## src/rtl/sequential_subtractor_32bit_if.sv

```systemverilog
// Operand/result bundle for the sequential subtractor.
// The master drives the request and operands. The slave returns status and the result.
interface sequential_subtractor_32bit_if #(
    parameter int WIDTH = 32
);
    logic             start;
    logic [WIDTH-1:0] A;
    logic [WIDTH-1:0] B;
    logic             Bin;
    logic             busy;
    logic             done;
    logic [WIDTH-1:0] DIFF;
    logic             Bout;
    logic             V;
    logic             Z;

    modport master (
        output start, A, B, Bin,
        input  busy, done, DIFF, Bout, V, Z
    );

    modport slave (
        input  start, A, B, Bin,
        output busy, done, DIFF, Bout, V, Z
    );
endinterface

```

## src/rtl/sequential_subtractor_32bit.sv

```systemverilog
// Multi-cycle subtractor: DIFF = A - B - Bin, computed one SLICE-bit slice per cycle, LSB first.
// Each slice computes A + ~B + carry. The carry chain starts at ~Bin.
//
// state | meaning
// IDLE  | waiting for start; last result held on outputs
// RUN   | processing slice idx_q; busy = 1
// DONE  | one-cycle done pulse; new start accepted here as in IDLE
module sequential_subtractor_32bit #(
    parameter int WIDTH = 32,
    parameter int SLICE = 8
) (
    input  logic                          clk,
    input  logic                          rst,
    sequential_subtractor_32bit_if.slave  bus
);
    localparam int NSLICE = WIDTH / SLICE;
    localparam int IDXW   = (NSLICE > 1) ? $clog2(NSLICE) : 1;

    typedef enum logic [1:0] {IDLE, RUN, DONE} state_t;

    state_t             state_q, state_d;
    logic [IDXW-1:0]    idx_q, idx_d;
    logic               carry_q, carry_d;
    logic [WIDTH-1:0]   a_q, a_d;
    logic [WIDTH-1:0]   b_q, b_d;
    logic [WIDTH-1:0]   acc_q, acc_d;
    logic [WIDTH-1:0]   diff_q, diff_d;
    logic               bout_q, bout_d;
    logic               v_q, v_d;
    logic               z_q, z_d;

    logic [SLICE-1:0]   a_sl, nb_sl, sum_sl;
    logic [SLICE:0]     sum_ext;
    logic               cout, c_msb_in, last;
    logic [WIDTH-1:0]   acc_full;

    // Slice adder for the current index. acc_full is the accumulator with this slice written in.
    always_comb begin
        a_sl     = a_q[int'(idx_q)*SLICE +: SLICE];
        nb_sl    = ~b_q[int'(idx_q)*SLICE +: SLICE];
        sum_ext  = {1'b0, a_sl} + {1'b0, nb_sl} + {{SLICE{1'b0}}, carry_q};
        sum_sl   = sum_ext[SLICE-1:0];
        cout     = sum_ext[SLICE];
        // Recover the carry into the slice MSB from that bit's sum.
        c_msb_in = a_sl[SLICE-1] ^ nb_sl[SLICE-1] ^ sum_sl[SLICE-1];
        acc_full = acc_q;
        acc_full[int'(idx_q)*SLICE +: SLICE] = sum_sl;
        last     = (idx_q == IDXW'(NSLICE - 1));
    end

    // Next-state and datapath update. Results are loaded only on the final slice.
    always_comb begin
        state_d = state_q;
        idx_d   = idx_q;
        carry_d = carry_q;
        a_d     = a_q;
        b_d     = b_q;
        acc_d   = acc_q;
        diff_d  = diff_q;
        bout_d  = bout_q;
        v_d     = v_q;
        z_d     = z_q;
        case (state_q)
            IDLE, DONE: begin
                state_d = IDLE;
                if (bus.start) begin
                    state_d = RUN;
                    a_d     = bus.A;
                    b_d     = bus.B;
                    carry_d = ~bus.Bin;
                    idx_d   = '0;
                end
            end
            RUN: begin
                acc_d   = acc_full;
                carry_d = cout;
                idx_d   = idx_q + IDXW'(1);
                if (last) begin
                    state_d = DONE;
                    idx_d   = '0;
                    diff_d  = acc_full;
                    bout_d  = ~cout;
                    v_d     = c_msb_in ^ cout;
                    z_d     = (acc_full == '0);
                end
            end
            default: state_d = IDLE;
        endcase
    end

    // State and datapath registers. Reset is asynchronous and clears everything.
    always_ff @(posedge clk or posedge rst) begin
        if (rst) begin
            state_q <= IDLE;
            idx_q   <= '0;
            carry_q <= 1'b0;
            a_q     <= '0;
            b_q     <= '0;
            acc_q   <= '0;
            diff_q  <= '0;
            bout_q  <= 1'b0;
            v_q     <= 1'b0;
            z_q     <= 1'b0;
        end else begin
            state_q <= state_d;
            idx_q   <= idx_d;
            carry_q <= carry_d;
            a_q     <= a_d;
            b_q     <= b_d;
            acc_q   <= acc_d;
            diff_q  <= diff_d;
            bout_q  <= bout_d;
            v_q     <= v_d;
            z_q     <= z_d;
        end
    end

    assign bus.busy = (state_q == RUN);
    assign bus.done = (state_q == DONE);
    assign bus.DIFF = diff_q;
    assign bus.Bout = bout_q;
    assign bus.V    = v_q;
    assign bus.Z    = z_q;
endmodule

```

## src/flat_wrapper.sv

```systemverilog
// flat-port wrapper written by rule: the top's interface ports become plain ports
module sequential_subtractor_32bit_flat 
#(
    parameter int WIDTH = 32,
    parameter int SLICE = 8
)
  (clk, rst, bus_start, bus_A, bus_B, bus_Bin, bus_busy, bus_done, bus_DIFF, bus_Bout, bus_V, bus_Z);
  sequential_subtractor_32bit_if #(.WIDTH(WIDTH)) bus_i ();
  input  logic clk;
  input  logic rst;
  input wire logic [$bits(bus_i.start)-1:0] bus_start;
  input wire logic [$bits(bus_i.A)-1:0] bus_A;
  input wire logic [$bits(bus_i.B)-1:0] bus_B;
  input wire logic [$bits(bus_i.Bin)-1:0] bus_Bin;
  output wire logic [$bits(bus_i.busy)-1:0] bus_busy;
  output wire logic [$bits(bus_i.done)-1:0] bus_done;
  output wire logic [$bits(bus_i.DIFF)-1:0] bus_DIFF;
  output wire logic [$bits(bus_i.Bout)-1:0] bus_Bout;
  output wire logic [$bits(bus_i.V)-1:0] bus_V;
  output wire logic [$bits(bus_i.Z)-1:0] bus_Z;
  assign bus_i.start = bus_start;
  assign bus_i.A = bus_A;
  assign bus_i.B = bus_B;
  assign bus_i.Bin = bus_Bin;
  assign bus_busy = bus_i.busy;
  assign bus_done = bus_i.done;
  assign bus_DIFF = bus_i.DIFF;
  assign bus_Bout = bus_i.Bout;
  assign bus_V = bus_i.V;
  assign bus_Z = bus_i.Z;
  sequential_subtractor_32bit #(.WIDTH(WIDTH), .SLICE(SLICE)) u_core (.clk(clk), .rst(rst), .bus(bus_i));
endmodule
```

## config.mk

```make
export PLATFORM = sky130hd
export DESIGN_NAME = sequential_subtractor_32bit_flat
export DESIGN_NICKNAME = d
export VERILOG_FILES = /design/src/rtl/sequential_subtractor_32bit_if.sv /design/src/rtl/sequential_subtractor_32bit.sv /design/src/flat_wrapper.sv
export SDC_FILE = /design/constraint.sdc
export NUM_CORES = 1
export LEC_CHECK = 0
export ABC_CLOCK_PERIOD_IN_PS = 5500
export CAP_MARGIN = 20
export CORE_MARGIN = 5
export CORE_UTILIZATION = 49
export DETAILED_ROUTE_END_ITERATION = 10
export GPL_TIMING_DRIVEN = 1
export PLACE_DENSITY = 0.77
export SKIP_CTS_REPAIR_TIMING = 1
export SLEW_MARGIN = 5
export SYNTH_ARGS = -nofsm -noshare
export SYNTH_HDL_FRONTEND = slang
export SYNTH_SLANG_ARGS = --single-unit
```

## constraint.sdc

```tcl
create_clock -name clk -period 5.5 [get_ports clk]
set_input_delay 1.65 -clock clk [delete_from_list [all_inputs] [get_ports clk]]
set_output_delay 1.65 -clock clk [all_outputs]
set_load 0.05 [all_outputs]
```

=== Word-level counts from Yosys, hierarchy flattened ===
Cells that the tools add are included.

* Mux-type cells: 9
* Bitwise logic cells: 6
* Shift operators: 4
* Multipliers: 0
* Add/sub/neg operators: 4
* Div/mod/pow operators: 0
* Eq/ne operators: 5
* Reduce and logical (&&, ||, !) cells: 7
* $lt $le $gt $ge: 0

{| class="wikitable"
|+ Operators by type and width
! cell !! number
|-
| variable part select 32 x 6 -> 8 bit || 2
|-
| negator 5 -> 33 bit || 1
|-
| variable shift 8 x 33 -> 32 bit (first input constant) || 1
|-
| variable part select 8 x 33 -> 32 bit || 1
|-
| bitwise mux 32 bit || 1
|-
| zero test 32 bit || 1
|-
| adder 8 x 8 -> 9 bit || 1
|-
| adder 9 x 1 -> 9 bit || 1
|-
| NOT 8 bit || 1
|-
| one-hot mux 2 bit (2 select lines) || 2
|-
| two-way mux 2 bit || 3
|-
| AND reduction 2 bit || 3
|-
| equality test 2 bit (second input constant) || 2
|-
| XOR 1 bit || 3
|-
| adder 2 x 1 -> 2 bit (second input constant) || 1
|-
| equality test 2 x 1 -> 1 bit (second input constant) || 1
|-
| zero test 2 bit || 1
|-
| two-way mux 1 bit || 2
|-
| != test 2 x 1 -> 1 bit (second input constant) || 1
|-
| != test 2 bit (second input constant) || 1
|-
| NOT 1 bit || 2
|-
| one-hot mux 1 bit (2 select lines) || 1
|-
| nonzero test 2 bit || 1
|-
| OR reduction 2 bit || 1
|}

* Latch bits: 0
* Register bits: 136
* RAM bits: 0
* Memories kept: 0
* Input bits: 68
* Bits in read-only memories: 0
* Word-level logic and storage cells: 45
* Output and inout port bits: 37

=== Logic depth before layout (Yosys ltp) ===
* Word-level depth: 7
* Mapped depth: 14
* Gate-level depth less buffers: 11

=== Worst setup path after synthesis ===
No wires, ideal clock.

* Path kind: reg2reg
* From: register u_core.idx_q[0]
* To: register u_core.z_q, in the netlist u_core.bus.Z
* Path buffers: 3
* Stages on the path, launching flop included: 15
* Clock period less this slack: 3.531 ns
* Setup time: 0.122 ns
* Data arrival time: 3.409 ns
* Path slack: 1.969 ns
* Cell sequence: dfrtp_1 -> buf_2 -> buf_2 -> buf_2 -> mux4_2 -> inv_1 -> fa_1 -> inv_1 -> fa_1 -> a21o_2 -> a221oi_2 -> xnor2_2 -> o21ai_0 -> and4_1 -> a32o_1

* Word-level cells in the longest chain between the ends: 7
* Elaborated cells on any way between the ends: 12
* Those cells by class: add/sub: 3; eq/ne: 1; shift: 4; mux: 1; bitwise: 1; reduce/logical: 2

{| class="wikitable"
|+ RTL lines
! element !! line !! RTL
|-
| start: declaration || sequential_subtractor_32bit.sv:22 || <nowiki>logic [IDXW-1:0] idx_q, idx_d;</nowiki>
|-
| start signal: assignment || sequential_subtractor_32bit.sv:106 || <nowiki>idx_q <= idx_d;</nowiki>
|-
| variable part select 32 x 6 -> 8 bit || sequential_subtractor_32bit.sv:40 || <nowiki>nb_sl = ~b_q[int'(idx_q)*SLICE +: SLICE];</nowiki>
|-
| NOT 8 bit || sequential_subtractor_32bit.sv:40 ||
|-
| adder 8 x 8 -> 9 bit || sequential_subtractor_32bit.sv:41 || <nowiki>sum_ext = {1'b0, a_sl} + {1'b0, nb_sl} + {{SLICE{1'b0}}, carry_q};</nowiki>
|-
| adder 9 x 1 -> 9 bit || sequential_subtractor_32bit.sv:41 ||
|-
| variable part select 8 x 33 -> 32 bit || sequential_subtractor_32bit.sv:47 || <nowiki>acc_full[int'(idx_q)*SLICE +: SLICE] = sum_sl;</nowiki>
|-
| bitwise mux 32 bit || sequential_subtractor_32bit.sv:47 ||
|-
| zero test 32 bit || sequential_subtractor_32bit.sv:84 || <nowiki>z_d = (acc_full == '0);</nowiki>
|-
| end signal: assignment || sequential_subtractor_32bit.sv:114 || <nowiki>z_q <= z_d;</nowiki>
|-
| end: declaration || sequential_subtractor_32bit.sv:30 || <nowiki>logic z_q, z_d;</nowiki>
|}

Several ways; a longest one is shown, not always the timed one.
A chain may end at the register's enable or synchronous reset.

=== Worst setup path in the final report ===
* From: register u_core.state_q[0]
* To: output port bus_busy

* Word-level cells in the longest chain between the ends: 1

{| class="wikitable"
|+ RTL lines
! element !! line !! RTL
|-
| start: declaration || sequential_subtractor_32bit.sv:21 || <nowiki>state_t state_q, state_d;</nowiki>
|-
| start signal: assignment || sequential_subtractor_32bit.sv:105 || <nowiki>state_q <= state_d;</nowiki>
|-
| equality test 2 x 1 -> 1 bit || sequential_subtractor_32bit.sv:118 || <nowiki>assign bus.busy = (state_q == RUN);</nowiki>
|-
| end: declaration || flat_wrapper.sv:15 || <nowiki>output wire logic [$bits(bus_i.busy)-1:0] bus_busy;</nowiki>
|}

Every way passes these cells.

==> results.cfg <==
[yosys]
syn_avg_cell_area_um2 = 9.590
synth_nets = 763
synth-seq-area-share = 0.5219
synthFlopType = dfrtp_1
synthTopCellsByCount = nand2_1, dfrtp_1, nor2_1, clkbuf_1
ys_seq_elements = 136
synthTopCellsByArea = dfrtp_1, nand2_1, mux4_2
yosys.cell_count.top_type = nand2_1
synthCells = 680
synth_edf_count = 0
synth.top_cell.area_share = 0.5219
synthArstFlopShare = 1.000
ys_warn_count = 0
synthDistinctLibCells = 61
syn-cell-area_um2 = 6521
yosysTopAreaCell = dfrtp_1

[timing]
fin_crit_ns = 4.145
period_share = 0.7537
clock-skew-final_ns = 0.007376
setup_viol = 0
fmax_ghz = 0.2412
worstMarginPinSlew_ns = 1.001
slew_viol_final = 0
finalHoldViolations = 0
slew_headroom = 0.3308
finalSetupTns_ns = 0
rsz0062_at_grt = no

[drt]
top_layer = met4
wl_met1_um = 6588
dr_wl_met2_um = 7954
via_per_inst = 5.454
drt-total-wl_um = 15770
drcViolationCount = 0
num_vias = 5225
drt-wirelength-per-cell_um = 16.46
wl_met3_um = 920
drtIter0Drc = 445
ant_nets = 0
drtPass1Iterations = 5

[cts]
root_buffer = clkbuf_16
insertion_delay_ns = 0.43
cts_tree = built
cts.clk_slew.worst_paths_ns = 0.05
clk_path_buf_depth = 2
cts_buffers = 17
htreeDepth = 4
cts.sinks = 136

[floorplanning]
die_y_um = 125.4
num_io_pins = 105
fp.dieW_um = 125.4
initial_core_util = 0.4964
rows = 42
core_area_um2 = 13140
die_area_um2 = 15720

[placement]
gp_congestion = 0.8283
dp.cells = 927
post-dp-hpwl_um = 11400
port-buffer-count = 104

[min_path]
worstHoldStart = u_core.acc_q[24]
worstHoldEndpoint = u_core.acc_q[24]
worstHoldPathCells = 2
hold_class = reg -> reg

[grt]
gr-usage-all-layers = 0.2112
grt_max_degree = 71
overflow = 0
first_global_vias = 5481
antenna_found_initial = 0
grt_pass1_wl_um = 26990

[critical_path]
r2r_cells = 12
r2r_slack_ns = 1.73
setup.worst_path.class = reg -> out
path_buf_inv = 2
timing.critical_path.to_type = output port
r2r-end = u_core.bus.Z
r2r_start = u_core.idx_q[0]
critPathRequiredTime_ns = 3.85
worstPathCellList = nand2b_1 > inv_1 > clkdlybuf4s50_1
cp_max_fo = 16
cp.arrival_ns = 2.50
critPathTopFamily = buffers and inverters
start_kind = flop
max_stage_delay_ns = 0.89
crit_path_top_delay_cell = clkdlybuf4s50_1

[layout]
nets = 853
final_cells = 958
layout-drive-gt1-share = 0.1010
area_growth_pct = 27.05
n_antenna_cell = 0
fillers = 1093

[status]
outcome = finished, final reports clean

[run]
drv_cap = 0
[layout make-up]
type	count	area, um^2	share of cell area
clock buffers	23	478.0	0.05769
clock inverters	8	96.34	0.01163
inverters	20	77.57	0.009363
multi-input cells	484	2892	0.3490
flip-flops and latches	136	3403	0.4108
well taps	176	220.2	0.02658
repair buffers	111	1119	0.1350
[state kept, by name (all words and copies together), names as in the netlist]
name / cells
u_core.bus.Bout: 1
u_core.bus.Z: 1
u_core.bus.V: 1
u_core.carry_q: 1
u_core.a_q: 32
u_core.b_q: 32
u_core.idx_q: 2
u_core.state_q: 2
u_core.acc_q: 32
u_core.bus.DIFF: 32
[worst max-delay path by stage]
stage | from | endpoint | cells after the start
final | u_core.state_q[0] | bus_busy | 3
after global routing | u_core.state_q[0] | bus_busy | 3
after CTS | u_core.state_q[0] | bus_busy | 3
after detailed placement | u_core.idx_q[0] | u_core.bus.Z | 12
after global placement | u_core.idx_q[0] | u_core.bus.Z | 12
after floorplan | rst | u_core.a_q[0] | 1
[tightest hold or removal path, cell delays in order, from the launching register on]
cell and delay (ns):
dfrtp_1 0.33, nand2_1 0.04, o21ai_0 0.06
[per-layer routing]
metal | up-vias | global-route usage
met5 | - | 0
met4 | 0 | 0.07207
met3 | 29 | 0.05586
met2 | 166 | 0.3556
met1 | 2553 | 0.2658
li1 | 2477 | -
[metrics by stage]
| step | worst slack [ns] | cell area, um^2 | hold WS (ns) | utilization |
|---|---|---|---|---|
| final | 1.355 | 8285 | 0.4712 | 0.6307 |
| after global routing | 1.234 | 8285 | 0.4954 | 0.6307 |
| after CTS | 1.346 | 8285 | 0.4763 | 0.6307 |
| after detailed placement | 1.745 | 7711 | 0.4622 | 0.5870 |
| after global placement | 1.860 | 7691 | 0.4535 | 0.5854 |
| after floorplan | 0.2105 | 6521 | 0.4403 | - |
[placed cells by master (no fill, tap or decap), types with 3 or more instances in the layout]
| master | count |
|---|---|
| clkbuf_1 | 3 |
| a31oi_1 | 12 |
| clkdlybuf4s50_1 | 104 |
| clkinv_2 | 4 |
| nor2b_1 | 19 |
| nor3_1 | 4 |
| ha_1 | 13 |
| buf_4 | 5 |
| inv_1 | 18 |
| dfrtp_1 | 136 |
| o22ai_1 | 3 |
| clkbuf_8 | 3 |
| mux4_2 | 16 |
| a221oi_1 | 15 |
| nand2b_1 | 3 |
| a22o_1 | 13 |
| nor2_1 | 52 |
| nor4_1 | 3 |
| nand2_1 | 233 |
| a22o_2 | 6 |
| o21ai_0 | 20 |
| clkbuf_16 | 17 |
| a21oi_1 | 17 |
[cells by family after synthesis]
logic type               share of synthesized area
adder cells (fa/ha/maj)                    0.03108
flip-flops                                  0.5219
buffers and inverters                      0.03626
AND/OR/NAND/NOR                             0.2206
multiplexers                               0.06025
AO/OA/AOI/OAI                               0.1234
XOR/XNOR                                  0.006525
Power is not shown: default switching activity piles up to over one toggle a cycle in this logic, so the estimate is an artifact.
